File: src/rtl/rot_pkg.sv
// Shared helpers for the pipelined left rotator:
// width derivation and one power-of-two rotate step.
package rot_pkg;

    localparam int MAX_N = 6;
    localparam int MAX_W = 1 << MAX_N;

    function automatic int width_of(input int n);
        return 1 << n;
    endfunction

    // data must be zero above bit w-1; result is likewise zero-extended
    function automatic logic [MAX_W-1:0] rol_pow2(
        input logic [MAX_W-1:0] data,
        input int               w,
        input int               k,
        input logic             en
    );
        logic [MAX_W-1:0] mask;
        logic [MAX_W-1:0] rot;
        int               s;
        s    = 1 << k;
        mask = (w >= MAX_W) ? '1 : ((MAX_W'(1) << w) - MAX_W'(1));
        rot  = ((data << s) | (data >> (w - s))) & mask;
        return en ? rot : data;
    endfunction

endpackage

File: src/rtl/rot_stage.sv
// One registered rotate stage: applies amt bit K as a
// left rotate by 2**K, with a valid/ready skid-free chain.
module rot_stage
    import rot_pkg::*;
#(
    parameter int N = 3,
    parameter int K = 0
) (
    input  logic                   clk,
    input  logic                   reset_n,
    input  logic                   valid_i,
    input  logic [width_of(N)-1:0] data_i,
    input  logic [N-1:0]           amt_i,
    input  logic                   ready_i,
    output logic                   ready_o,
    output logic                   valid_o,
    output logic [width_of(N)-1:0] data_o,
    output logic [N-1:0]           amt_o
);

    localparam int W = width_of(N);

    logic         valid_q;
    logic [W-1:0] data_q;
    logic [W-1:0] data_d;
    logic [N-1:0] amt_q;

    assign ready_o = !valid_q || ready_i;

    always_comb begin
        data_d = W'(rol_pow2(MAX_W'(data_i), W, K, amt_i[K]));
    end

    always_ff @(posedge clk or negedge reset_n) begin
        if (!reset_n) begin
            valid_q <= 1'b0;
            data_q  <= '0;
            amt_q   <= '0;
        end else if (ready_o) begin
            valid_q <= valid_i;
            data_q  <= data_d;
            amt_q   <= amt_i;
        end
    end

    assign valid_o = valid_q;
    assign data_o  = data_q;
    assign amt_o   = amt_q;

endmodule

File: src/rtl/pipe_left_rotator.sv
// Pipelined left barrel rotator between two valid/ready
// streams; N registered stages, one operand per cycle.
module pipe_left_rotator
    import rot_pkg::*;
#(
    parameter int N = 3
) (
    input  logic                   clk,
    input  logic                   reset_n,
    input  logic                   in_valid,
    output logic                   in_ready,
    input  logic [width_of(N)-1:0] in_data,
    input  logic [N-1:0]           in_amt,
    output logic                   out_valid,
    input  logic                   out_ready,
    output logic [width_of(N)-1:0] out_data
);

    localparam int W = width_of(N);

    logic [N:0]   valid_w;
    logic [N:0]   ready_w;
    logic [W-1:0] data_w [N+1];
    logic [N-1:0] amt_w  [N+1];

    assign valid_w[0] = in_valid;
    assign data_w[0]  = in_data;
    assign amt_w[0]   = in_amt;
    assign ready_w[N] = out_ready;

    for (genvar k = 0; k < N; k++) begin : g_stage
        rot_stage #(
            .N(N),
            .K(k)
        ) u_stage (
            .clk     (clk),
            .reset_n (reset_n),
            .valid_i (valid_w[k]),
            .data_i  (data_w[k]),
            .amt_i   (amt_w[k]),
            .ready_i (ready_w[k+1]),
            .ready_o (ready_w[k]),
            .valid_o (valid_w[k+1]),
            .data_o  (data_w[k+1]),
            .amt_o   (amt_w[k+1])
        );
    end

    // the last stage's remaining amount has no consumer
    logic [N-1:0] unused_amt;
    assign unused_amt = amt_w[N];

    assign in_ready  = reset_n && ready_w[0];
    assign out_valid = valid_w[N];
    assign out_data  = data_w[N];

endmodule

File: config.mk
export PLATFORM = sky130hd
export DESIGN_NAME = pipe_left_rotator
export DESIGN_NICKNAME = d
export VERILOG_FILES = /design/src/rtl/rot_pkg.sv /design/src/rtl/rot_stage.sv /design/src/rtl/pipe_left_rotator.sv
export SDC_FILE = /design/constraint.sdc
export NUM_CORES = 1
export LEC_CHECK = 0
export BUFFER_PORTS_ARGS = -buffer_cell sky130_fd_sc_hd__buf_2
export CAP_MARGIN = 20
export CORE_ASPECT_RATIO = 0.9
export CORE_MARGIN = 2
export CORE_UTILIZATION = 52
export CTS_BUF_LIST = sky130_fd_sc_hd__clkbuf_8
export CTS_CLUSTER_DIAMETER = 50
export DETAILED_ROUTE_END_ITERATION = 8
export PLACE_DENSITY = 0.82
export SETUP_SLACK_MARGIN = 0.15
export SLEW_MARGIN = 25
export SYNTH_ARGS = -nofsm -noshare
export SYNTH_HDL_FRONTEND = slang
export SYNTH_SLANG_ARGS = --single-unit
File: constraint.sdc
create_clock -name clk -period 1.2 [get_ports clk]
set_input_delay 0.06 -clock clk [delete_from_list [all_inputs] [get_ports clk]]
set_output_delay 0.06 -clock clk [all_outputs]
set_load 0.01 [all_outputs]
# Yosys cells after proc, flatten, opt, wreduce, memory -nomap -nowiden
# Cells that the tools add are included.
[totals]
reg_bits = 33
in_bits = 15
out_inout_bits = 10
elab_cells = 21
[op_classes]
n_mux = 3
bitwise_logic = 3
n_reduce_logical = 7
[ops]
columns = ["operator", "n"]
rows = [
  ["2-to-1 mux 8 bit", 3],
  ["OR 8 x 1 -> 8 bit", 1],
  ["OR 8 x 2 -> 8 bit", 1],
  ["OR 8 x 4 -> 8 bit", 1],
  ["logical NOT 1 bit", 3],
  ["logical OR 1 bit", 3],
  ["logical AND 1 bit", 1],
]

# Longest topological paths before layout
# Gate-level depths: netlist (run 1).
[logic_depth]
depth_word = 5
ltp_mapped = 3
depth_no_buf = 2

# By module
# A second synthesis (run 1) with hierarchy kept.
[unflattened]
hier_cells = 106
area_unflattened_um2 = 1823.0
[modules_own_cells]
columns = ["mod", "n_inst", "cells_each", "area_each_um2", "seq_area_each_um2"]
rows = [
  ["rot_stage (g_stage[0].u_stage ...)", 2, 35, 616.8, 300.3],
  ["rot_stage (g_stage[2].u_stage)", 1, 35, 583.1, 300.3],
  ["pipe_left_rotator", 1, 1, 6.3, 0.0],
]

# Least setup slack after synthesis (run 1)
# No wires, ideal clock.
[synth_timing]
kind = "register to register"
start = "register g_stage[2].u_stage.valid_q"
end = "register g_stage[1].u_stage.amt_q[2]"
setup_time_ns = 0.125
arrival_ns = 1.037
required_time_ns = 1.075
setup_slack_ns = 0.038
stages_incl_launch_ff = 4
n_path_buf = 1
period_less_slack_ns = 1.162
cell_sequence = "dfrtp_1 nand3b_1 buf_4 mux2_4"
[synth_between]
elab_chain_cells = 3
[synth_lines]
columns = ["item", "line_no", "text"]
rows = [
  ["start, declared", "rot_stage.sv:23", "logic valid_q;"],
  ["start signal, assigned", "rot_stage.sv:40", "valid_q <= valid_i;"],
  ["logical NOT 1 bit", "rot_stage.sv:28", "assign ready_o = !valid_q || ready_i;"],
  ["logical OR 1 bit (2 in series)", "rot_stage.sv:28", ""],
  ["end signal, assigned", "rot_stage.sv:42", "amt_q <= amt_i;"],
  ["end, declared", "rot_stage.sv:26", "logic [N-1:0] amt_q;"],
]
# No other way between the ends.
# A chain may end at the register's enable or synchronous reset.

# Final worst setup path (run 1)
[layout_timing]
start = "register g_stage[0].u_stage.amt_q[1]"
end = "register g_stage[1].u_stage.data_q[3]"
[layout_between]
elab_chain_cells = 1
[layout_lines]
columns = ["item", "line_no", "text"]
rows = [
  ["start, declared", "rot_stage.sv:26", ""],
  ["start signal, assigned", "rot_stage.sv:42", ""],
  ["2-to-1 mux 8 bit", "rot_pkg.sv:25", "return en ? rot : data;"],
  ["end signal, assigned", "rot_stage.sv:41", "data_q <= data_d;"],
  ["end, declared", "rot_stage.sv:24", "logic [W-1:0] data_q;"],
]
# No other way between the ends.

==> results.json, run 1 <==
{
  "clk-insertion-delay-late_ps": 290,
  "fin_cells": 173,
  "yosysUniqueCellTypes": 10,
  "via_per_inst": 5.02,
  "drt_wl_total_um": 2770,
  "cap_violations": 0,
  "cellPowerDensity_mw_per_mm2": 1650,
  "rows": 19,
  "hold_class": "input port to register",
  "drt_iter0_markers": 22,
  "synth_enable_flop_cells": 0,
  "final.setup.worst_slack_ps": -32.7,
  "grt_pass1_wl_um": 4550,
  "power_uw": 3240,
  "antenna_left": 0,
  "core_area_mm2": 0.00300,
  "layout_min_cycle_time_ps": 1230,
  "synth-main-ff-cell": "dfrtp_1",
  "startpoint_type": "register",
  "cts_tree": "done",
  "vdd_drop_max_v": 0.00107,
  "die-area_mm2": 0.00355,
  "finalNetCount": 145,
  "drc": 0,
  "grt_use_total_pct": 17.8,
  "async_flop_share_pct": 100,
  "endpoint_kind": "register",
  "yosys.area.top_type_share_pct": 46.8,
  "final_max_slew_viol_count": 0,
  "synth_area_mm2": 0.00161,
  "grt_max_degree": 31,
  "h-tree-depth": 2,
  "insertedDiodeCount": 0,
  "die_width_um": 62.6,
  "rsz0062_at_grt": "yes",
  "drive_above_1_share_pct": 67.2,
  "synth-seq-area-share_pct": 46.8,
  "ys_ff_latch": 30,
  "setup_viol": 14,
  "skew_ps": 8.86,
  "syn_inst": 102,
  "grt-ovfl-total": 0,
  "place_ws_ps": -177,
  "yosys.area.top_type": "dfrtp_1",
  "hold_violations": 0,
  "numPortBuffers": 24,
  "area_growth_pct": 22.4,
  "cts_root_buf": "clkbuf_8",
  "path_class": "register to register",
  "r2r_cells": 3,
  "hpwl_um": 1830,
  "antenna_found_initial": 0,
  "cts_buffer_depth": 2,
  "cts_sinks": 30,
  "violations": "negative setup slack",
  "fin_hold_ws_ps": 10.3,
  "maxSlewHeadroom_pct": 74.8,
  "critPathArrivalTime_ps": 1410,
  "io_pins": 25,
  "die_h_um": 56.7,
  "min_period_over_period_pct": 103,
  "cts.clk_slew.worst_paths_ps": 60,
  "leakagePower_uw": 0.000995,
  "synth_commonest_cells": "dfrtp_1, mux2_4, mux2_1",
  "avgRoutedWirePerCell_um": 16.0,
  "first_pass_iters": 4,
  "ys_top_cells_by_area": "dfrtp_1, mux2_4, mux2_1",
  "hold_path_depth": 2,
  "grt_pass1_vias": 931,
  "start_util_pct": 53.6,
  "fmax_mhz": 811,
  "yosys_warnings": 0,
  "cts_buffers": 5,
  "syn_nets": 117,
  "worst_slew_pin_slew_ps": 378,
  "place_inst": 157,
  "synth_most_common_cell": "dfrtp_1",
  "syn_area_per_cell_um2": 15.7,
  "dr_total_vias": 869,
  "status": "finished with violations",
  "gp_congestion": 0.747,
  "path_max_fanout": 5,
  "worstPathRequired_ps": 1380
}
-- final timing paths --
check                                                               from                                       end  slack (ps)
worst min-delay path                                           in_amt[2]   g_stage[0].u_stage.amt_o[2]$_DFFE_PN0P_          10
worst max register to register   g_stage[0].u_stage.amt_o[1]$_DFFE_PN0P_  g_stage[1].u_stage.data_o[3]$_DFFE_PN0P_         -30
worst max-delay path             g_stage[0].u_stage.amt_o[1]$_DFFE_PN0P_  g_stage[1].u_stage.data_o[3]$_DFFE_PN0P_         -30
min in group asynchronous                                        reset_n  g_stage[1].u_stage.data_o[4]$_DFFE_PN0P_         370
max in group asynchronous                                        reset_n   g_stage[0].u_stage.amt_o[1]$_DFFE_PN0P_         530
worst min register to register  g_stage[2].u_stage.data_o[6]$_DFFE_PN0P_  g_stage[2].u_stage.data_o[6]$_DFFE_PN0P_         510
-- flip-flops by register name, indices dropped and copies added, names as in the netlist --
name / cells
g_stage.u_stage.data_o: 24
g_stage.u_stage.amt_o: 3
g_stage.u_stage.valid_o: 3
-- metal layers --
layer | routed length [um] | track usage (%) | share of wire (%) | vias to the layer above
met1 | 1190 | 20.3 | 43 | 427
li1 | - | - | - | 410
met4 | 80 | 12.4 | 2.9 | 0
met3 | 112 | 4.81 | 4.0 | 9
met2 | 1390 | 29.0 | 50 | 23
met5 | 0 | 0 | 0 | -
-- power by group --
part / total [uW] / switching (uW) / internal [uW]
Clock: 821 / 368 / 453
Combinational: 1020 / 324 / 694
Sequential: 1410 / 167 / 1240
Total: 3240 / 860 / 2380
-- area by class of cell --
| class | instances | area (um^2) |
|---|---|---|
| Clock buffer | 6 | 82.6 |
| Clock inverter | 2 | 8.76 |
| Fill cell | 210 | 1030 |
| Multi-Input combinational cell | 58 | 801 |
| Sequential cell | 30 | 754 |
| Tap cell | 42 | 52.6 |
| Timing Repair Buffer | 35 | 267 |
-- stage by stage --
stage | utilization (%) | area (um^2) | TNS [ps]
finish | 65.6 | 1970 | -222
floorplan | - | 1670 | 0
global placement | 58.9 | 1760 | -1800
global route | 65.6 | 1970 | -563
detailed placement | 58.9 | 1760 | -2230
CTS | 65.2 | 1950 | -104
-- timing repair --
item | 4_1_cts | 5_1_grt
endpoints found under the setup margin | 28 | 28
gates resized for setup | 15 | 1
buffers inserted | 5 | 1
pin swaps | 2 | 1
hold buffers | 2 | 0
hold endpoints to repair | 31 | 0
-- critical path, stage by stage (launching register included) --
cell and delay, ps:
dfrtp_2 420, buf_6 140, mux2_4 300, mux2_4 260
-- kinds of logic (layout without fill, tap and decap cells) --
| group | Yosys count | in the layout | share of synthesized area, % |
|---|---|---|---|
| simple gates | 7 | 7 | 3.90 |
| flops | 30 | 30 | 46.8 |
| mux | 51 | 51 | 41.9 |
| buf+inv | 14 | 43 | 7.48 |
-- placed cells by master (no fill, tap or decap) --
cell type      Yosys  layout
inv_1              0       1
dfrtp_2            0       3
mux2_1            21       8
and2_4             0       1
clkbuf_8           0       6
clkinv_2           0       1
dlygate4sd3_1      0       2
nand2b_1           4       4
nand4b_4           1       1
mux2_4            26      43
buf_4             10       2
buf_12             0       3
buf_2              0      23
buf_6              4       5
dfrtp_1           30      27
nand3b_1           1       1
Note: power is estimated with default switching activity, not from simulation.
==> run 2: changes to the inputs <==
--- a/config.mk
+++ b/config.mk
@@ -14,6 +14,7 @@
 export CTS_CLUSTER_DIAMETER = 50
 export DETAILED_ROUTE_END_ITERATION = 8
 export PLACE_DENSITY = 0.82
+export REMOVE_ABC_BUFFERS = 1
 export SETUP_SLACK_MARGIN = 0.15
 export SLEW_MARGIN = 25
 export SYNTH_ARGS = -nofsm -noshare
==> constraint.sdc (replaced) <==
create_clock -name clk -period 1 [get_ports clk]
set_input_delay 0.05 -clock clk [delete_from_list [all_inputs] [get_ports clk]]
set_output_delay 0.05 -clock clk [all_outputs]
set_load 0.01 [all_outputs]
==> run 2 against run 1 <==
Compared with the run above: sequential share of layout area is 2.7 points lower; die area stayed put; clock power is 6.2% higher; largest cell class unchanged; the flow still finishes with violations (negative setup slack); critical path type unchanged.
==> results.json, run 2 (synthesized netlist as in run 1, its figures left out) <==
{
  "status": "finished with violations",
  "violations": "negative setup slack",
  "final_common_cell": "mux2_4",
  "crit_chain": "buf_6 -> mux2_1 -> mux2_4",
  "drive_above_1_share_pct": 67.8,
  "worstPathRequired_ps": 1170,
  "cellPowerDensity_mw_per_mm2": 1870,
  "path_class": "register to register",
  "clk-insertion-delay-late_ps": 280,
  "die-area_mm2": 0.00355,
  "cts_buffer_depth": 2,
  "cts_sinks": 30,
  "drc": 0,
  "max_stage_delay_ps": 420,
  "via_per_inst": 5.10,
  "place_ws_ps": -312,
  "numPortBuffers": 24,
  "endpoint_kind": "register",
  "grt_max_degree": 31,
  "insertedDiodeCount": 0,
  "largest_reg_flops": 24,
  "cts.clk_slew.worst_paths_ps": 60,
  "leakagePower_uw": 0.00108,
  "final.setup.worst_slack_ps": -242,
  "worst_slew_pin_slew_ps": 382,
  "setup_tns_ps": -5680,
  "rsz0062_at_grt": "yes",
  "gp_congestion": 0.687,
  "critPathBufInv": 1,
  "avgRoutedWirePerCell_um": 16.9,
  "hold_violations": 0,
  "io_pins": 25,
  "p_int_uw": 2890,
  "switching_share_pct": 26.8,
  "grt_use_total_pct": 19.4,
  "die_h_um": 56.7,
  "area_growth_pct": 31.7,
  "slowest_stage": "dfrtp_2",
  "place_inst": 169,
  "antenna_left": 0,
  "cts_root_buf": "clkbuf_8",
  "pwr-share-clk_pct": 22.1,
  "fill_cells": 205,
  "final_cell_mix": "mux2_4, dfrtp_1, buf_2, buf_4, mux2_1",
  "drt_iter0_markers": 11,
  "cpLargestDelayFamily": "multiplexers",
  "fin_hold_ws_ps": 18.6,
  "power_frac_comb_pct": 35.4,
  "pwr-share-seq_pct": 42.6,
  "hold_class": "input port to register",
  "dr_total_vias": 958,
  "drt_wl_total_um": 3170,
  "crit_start": "g_stage[0].u_stage.amt_o[1]$_DFFE_PN0P_",
  "grt-ovfl-total": 0,
  "core_area_mm2": 0.00300,
  "finalNetCount": 161,
  "r2r-start": "g_stage[0].u_stage.amt_o[1]$_DFFE_PN0P_",
  "fmax_mhz": 805,
  "holdCritStartpoint": "in_amt[1]",
  "first_pass_iters": 2,
  "final_max_slew_viol_count": 0,
  "die_width_um": 62.6,
  "h-tree-depth": 2,
  "path_max_fanout": 5,
  "layout_min_cycle_time_ps": 1240,
  "antenna_found_initial": 0,
  "cts_buffers": 5,
  "grt_pass1_wl_um": 5060,
  "fin_cells": 188,
  "cts_tree": "done",
  "grt_pass1_vias": 1063,
  "start_util_pct": 53.6,
  "cap_violations": 0,
  "maxSlewHeadroom_pct": 74.6,
  "switching_power_uw": 1060,
  "vdd_drop_max_v": 0.000992,
  "min_period_over_period_pct": 124,
  "startpoint_type": "register",
  "setup_viol": 28,
  "fin_util_pct": 70.6,
  "skew_ps": 7.64,
  "rows": 19,
  "hpwl_um": 1990,
  "critPathArrivalTime_ps": 1410
}
run 2: cell count changes in the layout (fill, tap and decap cells not counted):
| cell | previous run | this run |
|---|---|---|
| nand2b_4 | 0 | 2 |
| buf_4 | 2 | 14 |
| clkbuf_8 | 6 | 5 |
| nand2b_1 | 4 | 2 |
| mux2_1 | 8 | 12 |
| clkbuf_16 | 0 | 1 |
| mux2_4 | 43 | 39 |
| buf_6 | 5 | 6 |
| buf_16 | 0 | 1 |
| clkinv_2 | 1 | 0 |
| dlygate4sd3_1 | 2 | 3 |
| inv_1 | 1 | 2 |
run 2: timing repair:
item                                   CTS  global route
resized for setup                       12            22
gates cloned                             1             1
pin swaps                                1             1
setup buffers                            2             5
hold buffers                             3             0
setup endpoints to repair               35            40
endpoints found under the hold margin   32             0
run 2: per-stage QoR:
stage / instance area [um^2] / total power (uW)
after global routing: 2110 / 4160
after detailed placement: 1800 / 2820
after floorplan: 1490 / 2340
after CTS: 1980 / 3790
after global placement: 1800 / 2770
final: 2110 / 3950
run 2: layout make-up:
type	instances	area [um^2]	share of cell area, %
multi-input cells	58	801	37.9
flip-flops and latches	30	754	35.7
repair buffers	51	430	20.4
clock buffers	5	68.8	3.25
well taps	42	52.6	2.49
clock inverters	2	7.51	0.355
run 2: worst paths after layout:
kind	end	slack, ps	depth (start not counted)
max reg2reg	g_stage[1].u_stage.data_o[4]$_DFFE_PN0P_	-240	3
max in group asynchronous	g_stage[0].u_stage.amt_o[1]$_DFFE_PN0P_	300	3
min	g_stage[0].u_stage.amt_o[1]$_DFFE_PN0P_	20	2
max	g_stage[1].u_stage.data_o[4]$_DFFE_PN0P_	-240	3
min reg2reg	g_stage[2].u_stage.data_o[1]$_DFFE_PN0P_	500	1
min in group asynchronous	g_stage[1].u_stage.data_o[4]$_DFFE_PN0P_	390	3
run 2: layer usage:
metal	up-vias	GRT usage (%)	wire length, um
li1	437	-	-
met1	497	22.7	1410
met2	17	33.9	1610
met3	7	6.01	106
met4	0	6.67	40
met5	-	0	0
run 2: power groups by stage:
stage	logic, uW	registers [uW]	clock network [uW]
global route	1480	1720	960
finish	1400	1680	872
floorplan	617	1730	0
CTS	1200	1700	893
detailed placement	1110	1710	0
global placement	1070	1700	0
==> run 3: changes to the inputs <==
--- a/config.mk
+++ b/config.mk
@@ -16,7 +16,9 @@
 export PLACE_DENSITY = 0.82
 export REMOVE_ABC_BUFFERS = 1
 export SETUP_SLACK_MARGIN = 0.15
+export SKIP_CTS_REPAIR_TIMING = 1
 export SLEW_MARGIN = 25
 export SYNTH_ARGS = -nofsm -noshare
 export SYNTH_HDL_FRONTEND = slang
 export SYNTH_SLANG_ARGS = --single-unit
+export TNS_END_PERCENT = 10
==> run 3 against run 2 <==
Compared with the run above: combinational power shrank 7%; the flow still finishes with violations (negative setup slack); critical path type unchanged; largest power group unchanged; via count fell by 4.3%; worst setup slack gained 2.7 ps; critical endpoint is now g_stage[2].u_stage.data_o[0]$_DFFE_PN0P_; global-route usage shrank 1.3 points; non-clock buffer count is 2 lower; die area did not move; flip-flop and latch count unchanged; final area fell by 4.4%; critical path depth stayed put; maximum frequency is 0.22% higher.
==> results.json, run 3 (synthesized netlist as in run 1, its figures left out) <==
{
  "status": "finished with violations",
  "violations": "negative setup slack",
  "r2r-start": "g_stage[1].u_stage.amt_o[2]$_DFFE_PN0P_",
  "leakagePower_uw": 0.00102,
  "path_class": "register to register",
  "vdd_drop_max_v": 0.00104,
  "h-tree-depth": 2,
  "cts_root_buf": "clkbuf_8",
  "grt_max_degree": 31,
  "grt-ovfl-total": 0,
  "final.setup.worst_slack_ps": -239,
  "max_stage_delay_ps": 430,
  "start_util_pct": 53.6,
  "drc": 0,
  "layout_min_cycle_time_ps": 1240,
  "fmax_mhz": 807,
  "fin_hold_ws_ps": 16.1,
  "worstHoldEndpoint": "g_stage[0].u_stage.amt_o[1]$_DFFE_PN0P_",
  "cts_tree": "done",
  "hold_class": "input port to register",
  "fin_util_pct": 67.5,
  "path_max_fanout": 4,
  "r2r_cells": 3,
  "critPathArrivalTime_ps": 1400,
  "area_growth_pct": 26.0,
  "gp_congestion": 0.687,
  "antenna_found_initial": 0,
  "rsz0062_at_grt": "yes",
  "holdCritStartpoint": "in_amt[1]",
  "hpwl_um": 1990,
  "hold_path_depth": 2,
  "place_ws_ps": -312,
  "design_area_mm2": 0.00202,
  "maxSlewHeadroom_pct": 74.7,
  "finalNetCount": 159,
  "cts_buffer_depth": 2,
  "avgRoutedWirePerCell_um": 15.9,
  "die_h_um": 56.7,
  "power_uw": 3850,
  "crit_chain": "buf_6 -> mux2_1 -> mux2_4",
  "endpoint_kind": "register",
  "critPathBufInv": 1,
  "largest_reg_flops": 24,
  "drt_iter0_markers": 10,
  "core_area_mm2": 0.00300,
  "slowest_stage": "dfrtp_2",
  "min_period_over_period_pct": 124,
  "hold_violations": 0,
  "r2r_end": "g_stage[2].u_stage.data_o[0]$_DFFE_PN0P_",
  "drive_above_1_share_pct": 66.0,
  "first_pass_iters": 2,
  "placed_area_mm2": 0.00180,
  "die_width_um": 62.6,
  "final_common_cell": "mux2_4",
  "final_cell_mix": "mux2_4, dfrtp_1, buf_2, buf_4, mux2_1",
  "insertedDiodeCount": 0,
  "grt_use_total_pct": 18.1,
  "worst_slew_pin_slew_ps": 379,
  "cpLargestDelayFamily": "multiplexers",
  "die-area_mm2": 0.00355,
  "clk-insertion-delay-late_ps": 280,
  "numPortBuffers": 24,
  "antenna_left": 0,
  "cts.clk_slew.worst_paths_ps": 60,
  "via_per_inst": 4.93,
  "rows": 19,
  "rrSetupSlack_ps": -240,
  "skew_ps": 6.37,
  "startpoint_type": "register",
  "cellPowerDensity_mw_per_mm2": 1910,
  "cts_sinks": 30,
  "final_max_slew_viol_count": 0,
  "dr_total_vias": 917,
  "cap_violations": 0,
  "cts_buffers": 5,
  "grt_pass1_vias": 1007,
  "grt_pass1_wl_um": 4730,
  "worstPathRequired_ps": 1170,
  "io_pins": 25,
  "setup_viol": 28,
  "drt_wl_total_um": 2950
}
==> run 3: stage by stage <==
step | setup TNS, ps | std cells
2_1_floorplan | -7390 | 88
3_3_place_gp | -6180 | 169
3_5_place_dp | -6820 | 169
4_1_cts | -7590 | 176
5_1_grt | -6280 | 186
6_report | -5330 | 186
==> run 3: layer usage <==
metal	up-vias	GRT usage, %	routed length (um)
li1	430	-	-
met1	463	21.3	1320
met2	18	31.0	1490
met3	6	6.01	111
met4	0	6.67	32
met5	-	0	0
==> run 3: final cells by class <==
class / instances / area, um^2
Sequential cell: 30 / 753
Clock inverter: 2 / 7.51
Multi-Input combinational cell: 58 / 774
Timing Repair Buffer: 49 / 365
Clock buffer: 5 / 68.8
Tap cell: 42 / 52.6
Fill cell: 218 / 973
==> run 3: how the worst max path moves through the flow <==
stage,cells past startpoint,end,slack (ps),start
floorplan,2,g_stage[1].u_stage.amt_o[2]$_DFFE_PN0P_,-400,g_stage[2].u_stage.valid_o$_DFFE_PN0P_
global placement,2,g_stage[2].u_stage.data_o[1]$_DFFE_PN0P_,-300,g_stage[1].u_stage.amt_o[2]$_DFFE_PN0P_
detailed placement,2,g_stage[2].u_stage.data_o[6]$_DFFE_PN0P_,-310,g_stage[1].u_stage.amt_o[2]$_DFFE_PN0P_
CTS,3,in_ready,-460,g_stage[2].u_stage.valid_o$_DFFE_PN0P_
global route,3,g_stage[1].u_stage.data_o[1]$_DFFE_PN0P_,-260,g_stage[0].u_stage.amt_o[1]$_DFFE_PN0P_
finish,3,g_stage[2].u_stage.data_o[0]$_DFFE_PN0P_,-240,g_stage[1].u_stage.amt_o[2]$_DFFE_PN0P_
==> run 3: where the power goes <==
group / switching (uW) / internal, uW / total [uW]
Clock: 418 / 457 / 875
Combinational: 418 / 881 / 1300
Sequential: 193 / 1490 / 1680
